===== src/rtl/boot_pkg.sv =====
`default_nettype none
// ============================================================================
//  Module      : boot_pkg
//  Description : Shared types and constants for the boot loader: frame-parser
//                state encoding, error codes reported on err_o and the
//                default instruction-cache depth.
//  Revision    : 1.0 - initial release
// ============================================================================
package boot_pkg;

    // Frame-parser states
    typedef enum logic [2:0] {
        LEN   = 3'd0,
        DATA  = 3'd1,
        CSUM  = 3'd2,
        RUN   = 3'd3,
        ERROR = 3'd4
    } state_t;

    // Error codes driven on err_o
    localparam logic [1:0] ERR_NONE    = 2'b00;
    localparam logic [1:0] ERR_CSUM    = 2'b01;
    localparam logic [1:0] ERR_TIMEOUT = 2'b10;
    localparam logic [1:0] ERR_LEN     = 2'b11;

    // Word capacity of the default 6-bit-addressed instruction cache
    localparam int MAX_WORDS = 64;

    // Word capacity for an arbitrary cache address width
    function automatic int max_words(input int addr_w);
        return 2 ** addr_w;
    endfunction

endpackage
`default_nettype wire


===== src/rtl/boot_timer.sv =====
`default_nettype none
// ============================================================================
//  Module      : boot_timer
//  Description : Idle counter for the boot loader. Counts enabled cycles since
//                the last clear and flags expiry once TIMEOUT cycles have
//                elapsed; the count saturates at TIMEOUT.
//  Ports       : clk_i     - clock
//                rst_i     - synchronous active-high reset
//                clear_i   - restart the count at zero (wins over enable_i)
//                enable_i  - count this cycle
//                expired_o - TIMEOUT idle cycles have elapsed
//  Revision    : 1.0 - initial release
// ============================================================================
module boot_timer #(
    parameter int TIMEOUT = 1000000
) (
    input  logic clk_i,
    input  logic rst_i,
    input  logic clear_i,
    input  logic enable_i,
    output logic expired_o
);

    localparam int              c_cnt_w = $clog2(TIMEOUT + 1);
    localparam logic [c_cnt_w-1:0] c_limit = c_cnt_w'(TIMEOUT);

    logic [c_cnt_w-1:0] r_count;
    logic               w_expired;

    assign w_expired = (r_count == c_limit);
    assign expired_o = w_expired;

    always_ff @(posedge clk_i) begin
        if (rst_i || clear_i) begin
            r_count <= '0;
        end else if (enable_i && !w_expired) begin
            r_count <= r_count + 1'b1;
        end
    end

endmodule
`default_nettype wire


===== src/rtl/boot_loader.sv =====
`default_nettype none
// ============================================================================
//  Module      : boot_loader
//  Description : Receives a program image as a byte stream (length byte L,
//                4*L little-endian data bytes, one checksum byte), writes the
//                words into the instruction cache and releases the core from
//                reset once the 8-bit additive checksum verifies.
//  Ports       : clk_i, rst_i      - clock, synchronous active-high reset
//                byte_valid_i/_data_i, byte_ready_o - byte stream handshake
//                imem_we_o/_addr_o/_data_o          - cache write port
//                core_rst_o        - core held in reset while 1
//                done_o            - image loaded and verified
//                err_o             - 00 none, 01 csum, 10 timeout, 11 length
//                words_o           - words written so far
//  Revision    : 1.0 - initial release
// ============================================================================
module boot_loader
    import boot_pkg::*;
#(
    parameter int ADDR_W  = 6,
    parameter int TIMEOUT = 1000000
) (
    input  logic              clk_i,
    input  logic              rst_i,
    input  logic              byte_valid_i,
    input  logic [7:0]        byte_data_i,
    output logic              byte_ready_o,
    output logic              imem_we_o,
    output logic [ADDR_W-1:0] imem_addr_o,
    output logic [31:0]       imem_data_o,
    output logic              core_rst_o,
    output logic              done_o,
    output logic [1:0]        err_o,
    output logic [ADDR_W:0]   words_o
);

    localparam int c_max_words = max_words(ADDR_W);

    state_t              r_state;
    logic                r_ready;
    logic                r_we;
    logic [ADDR_W-1:0]   r_addr;
    logic [31:0]         r_data;
    logic                r_core_rst;
    logic                r_done;
    logic [1:0]          r_err;
    logic [ADDR_W:0]     r_words;
    logic [ADDR_W:0]     r_len;
    logic [1:0]          r_byte_idx;
    logic [23:0]         r_buf;      // first three bytes of the current word
    logic [7:0]          r_csum;

    logic                w_hs;
    logic                w_expired;
    logic                w_in_frame;
    logic [ADDR_W:0]     w_words_next;
    logic                w_len_bad;

    assign w_hs         = byte_valid_i & r_ready;
    assign w_in_frame   = (r_state == DATA) || (r_state == CSUM);
    assign w_words_next = r_words + 1'b1;
    assign w_len_bad    = (byte_data_i == 8'd0) || (int'(byte_data_i) > c_max_words);

    // Idle time only matters inside a frame; outside it the counter is held clear.
    boot_timer #(
        .TIMEOUT (TIMEOUT)
    ) u_timer (
        .clk_i     (clk_i),
        .rst_i     (rst_i),
        .clear_i   (w_hs || !w_in_frame),
        .enable_i  (w_in_frame),
        .expired_o (w_expired)
    );

    always_ff @(posedge clk_i) begin
        if (rst_i) begin
            r_state    <= LEN;
            r_ready    <= 1'b1;
            r_we       <= 1'b0;
            r_addr     <= '0;
            r_data     <= '0;
            r_core_rst <= 1'b1;
            r_done     <= 1'b0;
            r_err      <= ERR_NONE;
            r_words    <= '0;
            r_len      <= '0;
            r_byte_idx <= '0;
            r_buf      <= '0;
            r_csum     <= '0;
        end else begin
            r_we <= 1'b0;
            case (r_state)
                LEN: begin
                    if (w_hs) begin
                        if (w_len_bad) begin
                            r_state <= ERROR;
                            r_err   <= ERR_LEN;
                            r_ready <= 1'b0;
                        end else begin
                            r_len      <= (ADDR_W+1)'(byte_data_i);
                            r_byte_idx <= '0;
                            r_words    <= '0;
                            r_csum     <= byte_data_i;
                            r_state    <= DATA;
                        end
                    end
                end
                DATA: begin
                    if (w_hs) begin
                        r_csum     <= r_csum + byte_data_i;
                        r_byte_idx <= r_byte_idx + 1'b1;
                        if (r_byte_idx == 2'd3) begin
                            // words_o doubles as the word index of the word being completed
                            r_we    <= 1'b1;
                            r_addr  <= r_words[ADDR_W-1:0];
                            r_data  <= {byte_data_i, r_buf};
                            r_words <= w_words_next;
                            if (w_words_next == r_len) begin
                                r_state <= CSUM;
                            end
                        end else begin
                            // Shift in from the top so byte 0 ends up in the low lane
                            r_buf <= {byte_data_i, r_buf[23:8]};
                        end
                    end else if (w_expired) begin
                        r_state <= ERROR;
                        r_err   <= ERR_TIMEOUT;
                        r_ready <= 1'b0;
                    end
                end
                CSUM: begin
                    if (w_hs) begin
                        r_ready <= 1'b0;
                        if (byte_data_i == r_csum) begin
                            r_state    <= RUN;
                            r_done     <= 1'b1;
                            r_core_rst <= 1'b0;
                        end else begin
                            r_state <= ERROR;
                            r_err   <= ERR_CSUM;
                        end
                    end else if (w_expired) begin
                        r_state <= ERROR;
                        r_err   <= ERR_TIMEOUT;
                        r_ready <= 1'b0;
                    end
                end
                RUN: begin
                    r_state <= RUN;
                end
                ERROR: begin
                    r_state <= ERROR;
                end
                default: begin
                    r_state <= ERROR;
                    r_ready <= 1'b0;
                end
            endcase
        end
    end

    assign byte_ready_o = r_ready;
    assign imem_we_o    = r_we;
    assign imem_addr_o  = r_addr;
    assign imem_data_o  = r_data;
    assign core_rst_o   = r_core_rst;
    assign done_o       = r_done;
    assign err_o        = r_err;
    assign words_o      = r_words;

endmodule
`default_nettype wire


===== config.mk =====
export PLATFORM = sky130hd
export DESIGN_NAME = boot_loader
export DESIGN_NICKNAME = d
export VERILOG_FILES = /design/src/rtl/boot_pkg.sv /design/src/rtl/boot_timer.sv /design/src/rtl/boot_loader.sv
export SDC_FILE = /design/constraint.sdc
export NUM_CORES = 1
export LEC_CHECK = 0
export CORE_MARGIN = 8
export CORE_UTILIZATION = 30
export CTS_CLUSTER_SIZE = 40
export DETAILED_ROUTE_END_ITERATION = 8
export PLACE_DENSITY = 0.47
export SYNTH_ARGS = -nofsm -noshare
export SYNTH_HDL_FRONTEND = slang
export SYNTH_SLANG_ARGS = --single-unit

===== constraint.sdc =====
create_clock -name clk_i -period 2.1 [get_ports clk_i]
set_input_delay 0.42 -clock clk_i [delete_from_list [all_inputs] [get_ports clk_i]]
set_output_delay 0.42 -clock clk_i [all_outputs]
set_load 0.01 [all_outputs]

Yosys cells after proc, flatten, opt, wreduce, memory -nomap -nowiden

Cells that the tools add are included.

Bits in registers: 115
Input port bits: 11
Output and inout bits: 51
Word-level logic and storage cells: 100

Add/sub/neg operators: 4
Order comparisons: 1
Equal/unequal tests: 17
Muxes and demuxes: 36
Bitwise gates (word level): 6
Reductions and logical operators: 22

Operators with widths:

| operator                                                                | count |
|---|---|
| 7-bit two-way mux                                                       | 4 |
| 3-bit two-way mux                                                       | 8 |
| 8-bit two-way mux                                                       | 3 |
| 20-bit by 1-bit adder with 20-bit output, second input constant         | 1 |
| 20-bit equality test, second input constant                             | 1 |
| 2-bit two-way mux                                                       | 9 |
| 8-bit one-hot mux with 2 select lines                                   | 1 |
| 3-bit AND reduction                                                     | 5 |
| 7-bit one-hot mux with 2 select lines                                   | 1 |
| 3-bit one-hot mux with 4 select lines                                   | 1 |
| 2-bit inequality test, second input constant                            | 5 |
| 5-bit AND reduction                                                     | 2 |
| 8-bit adder                                                             | 1 |
| 8-bit equality test                                                     | 1 |
| 8-bit by 7-bit > comparator with 1-bit output, second input constant    | 1 |
| 8-bit zero test                                                         | 1 |
| 4-bit AND reduction                                                     | 2 |
| 7-bit by 1-bit adder with 7-bit output, second input constant           | 1 |
| 7-bit equality test                                                     | 1 |
| 3-bit by 2-bit equality test with 1-bit output, second input constant   | 2 |
| 1-bit two-way mux                                                       | 6 |
| 3-bit by 2-bit inequality test with 1-bit output, second input constant | 2 |
| 2-bit one-hot mux with 3 select lines                                   | 1 |
| 1-bit NOT                                                               | 5 |
| 17 further kinds                                                        | 21 |

Longest topological paths before layout

Gate-level depths: netlist of the first run.

Depth after elaboration: 6
Gate-level depth with buffers: 9
Depth with buffers taken out: 9

Modules after synthesis

A second synthesis of the first run with hierarchy kept.

Cells, all modules: 653
Area, all modules: 5,251.3 µm²

Modules (own cells, without submodules):

| module      | times used | cells an instance | area an instance (µm²) | sequential area each (µm²) |
|---|---|---|---|---|
| boot_loader | 1          | 535               | 4,242.8                | 1,901.8 |
| boot_timer  | 1          | 118               | 1,008.5                | 400.4 |

Worst setup path before layout of the first run

No wires, ideal clock.

Path type: input port to flip-flop
From: in byte_data_i[4]
To: reg r_err[0], in the netlist err_o[0]
Library setup time: 70 ps
Arrival time: 2,169 ps
Required time: 2,030 ps
Path slack: -140 ps
Cell stages on the path: 7
Path buffers: 0
Cell sequence: ha_1 -> or4_1 -> nor4_2 -> o21ai_1 -> and3_1 -> a21bo_1 -> a21oi_1

Word-level cells in the longest chain between the ends: 4
Elaborated cells on any way between the ends: 7
Those cells by class: order compare (1); eq/ne (3); reduce/logical (3)

Ends and longest elaborated chain:

| item                                                                                    | RTL line           | RTL |
|---|---|---|
| start, declared                                                                         | boot_loader.sv:26  | `input logic [7:0] byte_data_i,` |
| 8-bit by 7-bit > comparator with 1-bit output / 8-bit zero test (equally long branches) | boot_loader.sv:62  | `assign w_len_bad = (byte_data_i == 8'd0) \|\| (int'(byte_data_i) > c_max_words);` |
| 1-bit logical OR                                                                        | boot_loader.sv:62  |  |
| 2-bit inequality test (no line)                                                         | --                 |  |
| 5-bit AND reduction (no line) (*)                                                       | --                 |  |
| end signal, assigned                                                                    | boot_loader.sv:84  | `r_err <= ERR_NONE;` |
| end signal, assigned                                                                    | boot_loader.sv:97  | `r_err <= ERR_LEN;` |
| end signal, assigned                                                                    | boot_loader.sv:127 | `r_err <= ERR_TIMEOUT;` |
| end, declared                                                                           | boot_loader.sv:46  | `logic [1:0] r_err;` |

Mark *: on every way between the ends. The rest lies on a longest branch, timed or not.
A chain may end at the register's enable or synchronous reset.

Worst setup path after layout of the first run

From: reg u_timer.r_count[6]
To: reg r_state[2]

Word-level cells in the longest chain between the ends: 4
Elaborated cells on any way between the ends: 5
Those cells by class: eq/ne (1); mux (4)

Ends and longest elaborated chain:

| item                                      | RTL line           | RTL |
|---|---|---|
| start, declared                           | boot_timer.sv:27   | `logic [c_cnt_w-1:0] r_count;` |
| start signal, assigned                    | boot_timer.sv:37   | `r_count <= r_count + 1'b1;` |
| 20-bit equality test (*)                  | boot_timer.sv:30   | `assign w_expired = (r_count == c_limit);` |
| 3-bit two-way mux (*)                     | --                 |  |
| 3-bit two-way mux (on tied branches)      | --                 |  |
| 3-bit one-hot mux with 4 select lines (*) | --                 |  |
| end signal, assigned                      | boot_loader.sv:77  | `r_state <= LEN;` |
| end signal, assigned                      | boot_loader.sv:96  | `r_state <= ERROR;` |
| end signal, assigned                      | boot_loader.sv:104 | `r_state <= DATA;` |
| end, declared                             | boot_loader.sv:39  | `state_t r_state;` |

Marks and branches as above.

==> qor.tcl, run 1 <==
set qor(die_w_um) 147.4
set qor(drt_iter0_markers) 321
set qor(criticalPathCategory) {reg2reg}
set qor(cts.root.buffer_cell) {sky130_fd_sc_hd__clkbuf_16}
set qor(cts.hold.buffers_added) 0
set qor(max-slew-margin-rel) 0.6984
set qor(critical-path-top-delay-family) {simple AND/OR/NAND/NOR gates}
set qor(ant_nets) 0
set qor(postRouteWirelength_um) 14930
set qor(synth_largest_area_cell) {sky130_fd_sc_hd__dfxtp_1}
set qor(drc) 0
set qor(timing.critical_path.fanout_max) 6
set qor(status) {finished, final reports clean}
set qor(place.detailed.hpwl_um) 10510
set qor(overflow_left_after_global_routing) 0
set qor(detailed_route_via_count) 4814
set qor(cts.sinks) 115
set qor(fp.dieH_um) 147.4
set qor(grt_usage) 0.1371
set qor(firstDrtPassIters) 5
set qor(finish.utilization) 0.4269
set qor(area_growth_syn_to_layout_pct) 40.99
set qor(layout_commonest_cell) {sky130_fd_sc_hd__nand2_1}
set qor(gp_congestion) 0.8154
set qor(synth.ff_latch_count) 115
set qor(clkTransAtPathRegs_ps) 60
set qor(die-area_um2) 21740
set qor(synth_top_cells_by_area) {sky130_fd_sc_hd__dfxtp_1 44%, sky130_fd_sc_hd__nand2_1 11%, sky130_fd_sc_hd__a21oi_1 8.1%}
set qor(static-leakage-power_uw) 0.002549
set qor(rsz0062_at_grt) {false}
set qor(fmax_achieved_mhz) 491.6
set qor(route.detailed.vias_per_inst) 4.833
set qor(cp_data_arrival_time_ps) 2360
set qor(power.density_cell_area_nw_per_um2) 859.8
set qor(share_of_flip_flops_with_an_asynchronous_set_or_reset) 0
set qor(avgRoutedWirePerCell_um) 14.99
set qor(netlist-cell-type-count) 64
set qor(edff_count_synth) 0
set qor(syn_area_per_cell_um2) 8.010
set qor(grt_pass1_vias) 4760
set qor(final_count_of_hold_timing_violations) 0
set qor(crit_path_end_kind) {flop}
set qor(timing.critical_path.slowest_stage_cell) {sky130_fd_sc_hd__dfxtp_1}
set qor(place_inst) 962
set qor(cts_htree_levels) 4
set qor(grt_pass1_wl_um) 24260
set qor(yosysWarnings) 0
set qor(io_pins) 62
set qor(timing.clock.skew_ps) 10.69
set qor(tightest_pin_transition_ps) 452.4
set qor(tritoncts) {done}
set qor(yosysTopAreaCellShare) 0.4442
set qor(diodes) 0
set qor(grt_max_degree) 97
set qor(synthesized_netlist_net_count) 670
set qor(worst_ep_required_time_ps) 2430
set qor(core-area_um2) 17120
set qor(synth_area_um2) 5182
set qor(number_of_maximum_capacitance_constraint_violations) 0
set qor(start_util) 0.3028
set qor(buffer_ports.inserted) 61
set qor(setup_violation_total_in_the_final_timing_report) 0
set qor(synth-main-ff-cell) {sky130_fd_sc_hd__dfxtp_1}
set qor(report.final.slew_viol_count) 0
set qor(synth_cells) 647
set qor(cts_max_path_buffers) 2
set qor(max-vdd-ir-drop_mv) 0.5328
set qor(critical_path_buf_inv_count) 1
set qor(cp_cell_sequence) {nor4bb_1 -> nand2_2 -> nor4_1 -> buf_4 -> and4b_1 -> nor4b_2 -> a211oi_2}
set qor(hold_path.class) {reg2reg}
set qor(antenna_found_initial) 0
set qor(placementRows) 48
set qor(finalWorstPathRequiredPeriod_ps) 2034
set qor(worst_setup_path_start_kind) {flop}
set qor(proportion_of_layout_cells_with_a_drive_suffix_above_1) 0.1803
set qor(synth.yosys.seq_area_share) 0.4442
set qor(final.period_utilization) 0.9686
set qor(cts-buffers-inserted) 17
set qor(finalNetCount) 781
set qor(stdcell_count) 996
set qor(cpPeakStageDelay_ps) 430
set qor(mostFrequentLayoutCells) {152 x sky130_fd_sc_hd__nand2_1, 111 x sky130_fd_sc_hd__dfxtp_1, 83 x sky130_fd_sc_hd__a21oi_1}
set qor(insertion_delay_ps) 410
## report_power, final
| part | switching (uW) | total [uW] | internal, uW | leakage [uW] |
|---|---|---|---|---|
| clock | 1040 | 3210 | 2170 | 0.000317 |
| combinational | 409 | 786 | 377 | 0.00130 |
| sequential | 47.6 | 2290 | 2240 | 0.000930 |
| total | 1490 | 6280 | 4790 | 0.00255 |
## per-stage QoR
stage	setup TNS (ps)	total power [uW]	hold slack, ps	setup slack [ps]	instance area (um^2)
final	0	6282	452.0	66.03	7307
after CTS	-37.50	6331	455.8	-22.88	7267
after floorplan	0	2757	432.1	10.03	5195
after detailed placement	-14780	3064	447.2	-566.1	6513
after global routing	0	6535	468.2	1.551	7307
after global placement	-13410	3060	443.8	-549.1	6513
## final timing paths
path	startpoint	end	slack, ps	depth (start not counted)
hold / removal	imem_addr_o[2]	imem_addr_o[2]	450	2
setup / recovery	u_timer.r_count[6]	r_state[2]	70	7
hold reg to reg	imem_addr_o[2]	imem_addr_o[2]	450	2
setup reg to reg	u_timer.r_count[6]	r_state[2]	70	7
## layer usage
metal | GRT usage | vias up | routed length (um)
met2 | 0.2183 | 88 | 6849
met3 | 0.03516 | 13 | 597
li1 | - | 2439 | -
met4 | 0.05507 | 0 | 217
met5 | 0 | - | 0
met1 | 0.1735 | 2274 | 7264
## cell usage after synthesis (all sizes together) (2+ instances only)
library cell  count
nand2           153
or4               2
buf              12
clkbuf           29
xor2              8
and3              5
o21ai            17
nor2             54
nor3b             2
nand3            17
xnor2            21
a211oi            6
nand4             3
nor4              7
inv              13
nand2b            3
a21oi            85
nor2b             6
nand4b            2
mux2i             8
or3b              2
a311oi            8
or3              11
o211ai            3
nor3             13
ha               11
and2              3
a21o              3
dfxtp           115
nand3b            2
a31oi             2
## logic make-up after synthesis
| family | Yosys count | synth area share |
|---|---|---|
| multiplexers | 8 | 0.01545 |
| AND/OR/NAND/NOR | 290 | 0.2547 |
| adder cells (fa/ha/maj) | 12 | 0.03042 |
| flip-flops | 115 | 0.4442 |
| XOR/XNOR | 29 | 0.04901 |
| AO/OA/AOI/OAI | 139 | 0.1615 |
| buffers and inverters | 54 | 0.04466 |
## worst register-to-register path: stages, from the launching register on
cell and delay [ps]:
sky130_fd_sc_hd__dfxtp_1 430, sky130_fd_sc_hd__nor4bb_1 350, sky130_fd_sc_hd__nand2_2 120, sky130_fd_sc_hd__nor4_1 420, sky130_fd_sc_hd__buf_4 200, sky130_fd_sc_hd__and4b_1 220
sky130_fd_sc_hd__nor4b_2 50, sky130_fd_sc_hd__a211oi_2 180
## final cells by class
cell class	instances	area, um^2
Clock buffer	20	456.7
Clock inverter	12	201.4
Timing Repair Buffer	133	1230
Sequential cell	115	2307
Multi-Input combinational cell	478	2781
Inverter	13	48.80
Fill cell	1689	9809
Tap cell	225	281.5
## sequential cells by signal (all words and copies together) (netlist names), 3 cells and up
register and cells:
u_timer.r_count 20, r_buf 24, r_len 7, r_state 3, r_csum 8, imem_addr_o 6
words_o 7, imem_data_o 32
## repair_timing
item / CTS / global route
setup endpoints to repair: 24 / 8
buffers inserted: 1 / 0
gates resized for setup: 22 / 11
pin swaps: 15 / 8
gates cloned: 1 / 0
No activity file was read; power rests on OpenSTA's default activity.
==> inputs of run 2 (changes only) <==
--- a/config.mk
+++ b/config.mk
@@ -9,7 +9,8 @@
 export CORE_UTILIZATION = 30
 export CTS_CLUSTER_SIZE = 40
 export DETAILED_ROUTE_END_ITERATION = 8
-export PLACE_DENSITY = 0.47
+export DONT_BUFFER_PORTS = 1
+export PLACE_DENSITY = 0.42
 export SYNTH_ARGS = -nofsm -noshare
 export SYNTH_HDL_FRONTEND = slang
 export SYNTH_SLANG_ARGS = --single-unit
==> run 2 against run 1 <==
Effect of this change: the flow now finishes with violations (setup timing); first-iteration DRC count decreased by 26%; sequential power about the same; wire length decreased by 3.1%; cell area decreased by 12%.
==> qor.tcl, run 2 (same netlist as run 1, synthesis figures left out) <==
set qor(criticalPathCategory) {reg2reg}
set qor(report.final.slew_viol_count) 0
set qor(worst_ep_required_time_ps) 2450
set qor(route.detailed.vias_per_inst) 4.936
set qor(gp_congestion) 0.7971
set qor(grt_pass1_vias) 4446
set qor(rsz0062_at_grt) {true}
set qor(worst-r2r-setup-slack_ps) -1
set qor(critical_path_buf_inv_count) 0
set qor(mostFrequentLayoutCells) {151 x sky130_fd_sc_hd__nand2_1, 110 x sky130_fd_sc_hd__dfxtp_1, 83 x sky130_fd_sc_hd__a21oi_1}
set qor(power.density_cell_area_nw_per_um2) 893.2
set qor(largest_reg_flops) 32
set qor(final.period_utilization) 1.001
set qor(ant_nets) 0
set qor(diodes) 0
set qor(area_of_placed_instances_um2) 5742
set qor(firstDrtPassIters) 4
set qor(grt_usage) 0.1382
set qor(place.detailed.hpwl_um) 10140
set qor(io_pins) 62
set qor(r2r-start) {r_csum[3]}
set qor(fmax_achieved_mhz) 475.9
set qor(fillers) 1789
set qor(fp.dieH_um) 147.4
set qor(core-area_um2) 17120
set qor(clkTransAtPathRegs_ps) 50
set qor(cp_data_arrival_time_ps) 2450
set qor(number_of_maximum_capacitance_constraint_violations) 0
set qor(status) {finished, violations left}
set qor(comb_power_share) 0.113
set qor(die-area_um2) 21740
set qor(cpPeakStageDelay_ps) 560
set qor(timing.clock.skew_ps) 5.676
set qor(postRouteWirelength_um) 14470
set qor(overflow_left_after_global_routing) 0
set qor(crit_path_end_kind) {flop}
set qor(layout_commonest_cell) {sky130_fd_sc_hd__nand2_1}
set qor(grt_pass1_wl_um) 23780
set qor(avgRoutedWirePerCell_um) 15.80
set qor(holdCritStartpoint) {rst_i}
set qor(proportion_of_layout_cells_with_a_drive_suffix_above_1) 0.1737
set qor(max-vdd-ir-drop_mv) 0.5255
set qor(placementRows) 48
set qor(drt_iter0_markers) 237
set qor(postCtsSetupBuffers) 0
set qor(timing.critical_path.fanout_max) 3
set qor(tritoncts) {done}
set qor(cts.sinks) 115
set qor(cts-buffers-inserted) 17
set qor(total_switching_power_uw) 1492
set qor(buffer_ports.inserted) 0
set qor(area_growth_syn_to_layout_pct) 24.72
set qor(cts_htree_levels) 4
set qor(cts_max_path_buffers) 2
set qor(post_layout_worst_setup_margin_ps) -1.103
set qor(placement.setup.worst_slack_ps) -234.6
set qor(start_util) 0.3028
set qor(die_w_um) 147.4
set qor(final.setup.tns_ps) -1.103
set qor(layout.cell_area.non_filler_um2) 6464
set qor(insertion_delay_ps) 410
set qor(r2r-end) {err_o[0]}
set qor(hold_path.class) {in2reg}
set qor(finalNetCount) 701
set qor(hold_depth) 1
set qor(worst_setup_path_start_kind) {flop}
set qor(timing.critical_path.slowest_stage_cell) {sky130_fd_sc_hd__or4_4}
set qor(power_report.internal_total_uw) 4282
set qor(static-leakage-power_uw) 0.002154
set qor(finalWorstPathRequiredPeriod_ps) 2101
set qor(finish.utilization) 0.3776
set qor(detailed_route_via_count) 4521
set qor(power_share_of_the_clock_group) 0.491
set qor(antenna_found_initial) 0
set qor(setup_violation_total_in_the_final_timing_report) 1
set qor(critical-path-top-delay-family) {simple AND/OR/NAND/NOR gates}
set qor(final_count_of_hold_timing_violations) 0
set qor(tightest_pin_transition_ps) 423.8
set qor(cp_cell_sequence) {ha_4 -> or4_4 -> nor4_4 -> o21ai_1 -> and3_4 -> a21bo_1 -> a21oi_2}
set qor(violations_in_the_final_reports) {setup timing}
set qor(reg2regPathDepth) 7
set qor(cts.root.buffer_cell) {sky130_fd_sc_hd__clkbuf_16}
set qor(hold-path-endpoint) {err_o[0]}
set qor(grt_max_degree) 98
set qor(netSwitchingFraction) 0.2584
set qor(power.sequential.fraction) 0.397
set qor(max-slew-margin-rel) 0.7168
set qor(drc) 0
[run 2: cell types whose count changed in the layout (fill, tap and decap cells not counted), moves of 3 or more]
cell | previous run | this run
sky130_fd_sc_hd__inv_6 | 2 | 5
sky130_fd_sc_hd__bufinv_16 | 5 | 1
sky130_fd_sc_hd__buf_12 | 7 | 4
sky130_fd_sc_hd__dlygate4sd2_1 | 4 | 0
sky130_fd_sc_hd__clkdlybuf4s50_1 | 53 | 0
sky130_fd_sc_hd__buf_4 | 63 | 47
[run 2: per-layer routing]
metal	part of all wire	routed length [um]	GRT usage	vias up
li1	-	-	-	2275
met1	0.48	6983	0.1797	2132
met2	0.44	6440	0.2041	97
met3	0.057	831	0.04494	17
met4	0.015	217	0.06221	0
met5	0	0	0	-
[run 2: worst max path at each step]
stage	slack, ps	endpoint	start	depth (start not counted)
after floorplan	10	r_state[1]	words_o[0]	7
after global placement	-130	r_state[1]	byte_data_i[0]	5
after detailed placement	-230	r_state[1]	byte_data_i[0]	5
after CTS	20	err_o[0]	r_csum[0]	7
after global routing	-80	err_o[0]	r_csum[3]	7
final	-1	err_o[0]	r_csum[3]	7
[run 2: worst register-to-register path: cells and delay by family (launching register included)]
family	cells	cell delay (ps)
AOI/OAI and AO/OA	3	410
and+or+nand+nor	3	1090
DFF	1	350
adders and majority gates	1	200
[run 2: per-stage QoR]
stage | power [uW] | cells | hold WS, ps
2_1_floorplan | 2757 | 647 | 432.1
3_3_place_gp | 2933 | 884 | 444.5
3_5_place_dp | 2940 | 884 | 446.7
4_1_cts | 5818 | 916 | 65.26
5_1_grt | 6033 | 916 | 60.70
6_report | 5773 | 916 | 90.52
[run 2: cell type report]
class,count,area (um^2),share of cell area
clock buffers,20,466.7,0.07220
clock inverters,12,121.4,0.01878
inverters,13,48.80,0.007549
multi-input cells,478,2781,0.4303
flip-flops and latches,115,2308,0.3571
well taps,225,281.5,0.04355
repair buffers,53,455.4,0.07046
[run 2: repair_timing]
item / CTS / global route
gates resized for setup: 8 / 17
pin swaps: 6 / 11
setup endpoints to repair: 2 / 10
hold buffers: 0 / 0
[run 2: power by group through the flow]
stage	Clock, uW	Sequential (uW)	Combinational (uW)
global route	3020	2300	717
floorplan	0	2320	439
finish	2830	2290	650
detailed placement	0	2330	609
CTS	2920	2280	616
global placement	0	2330	602
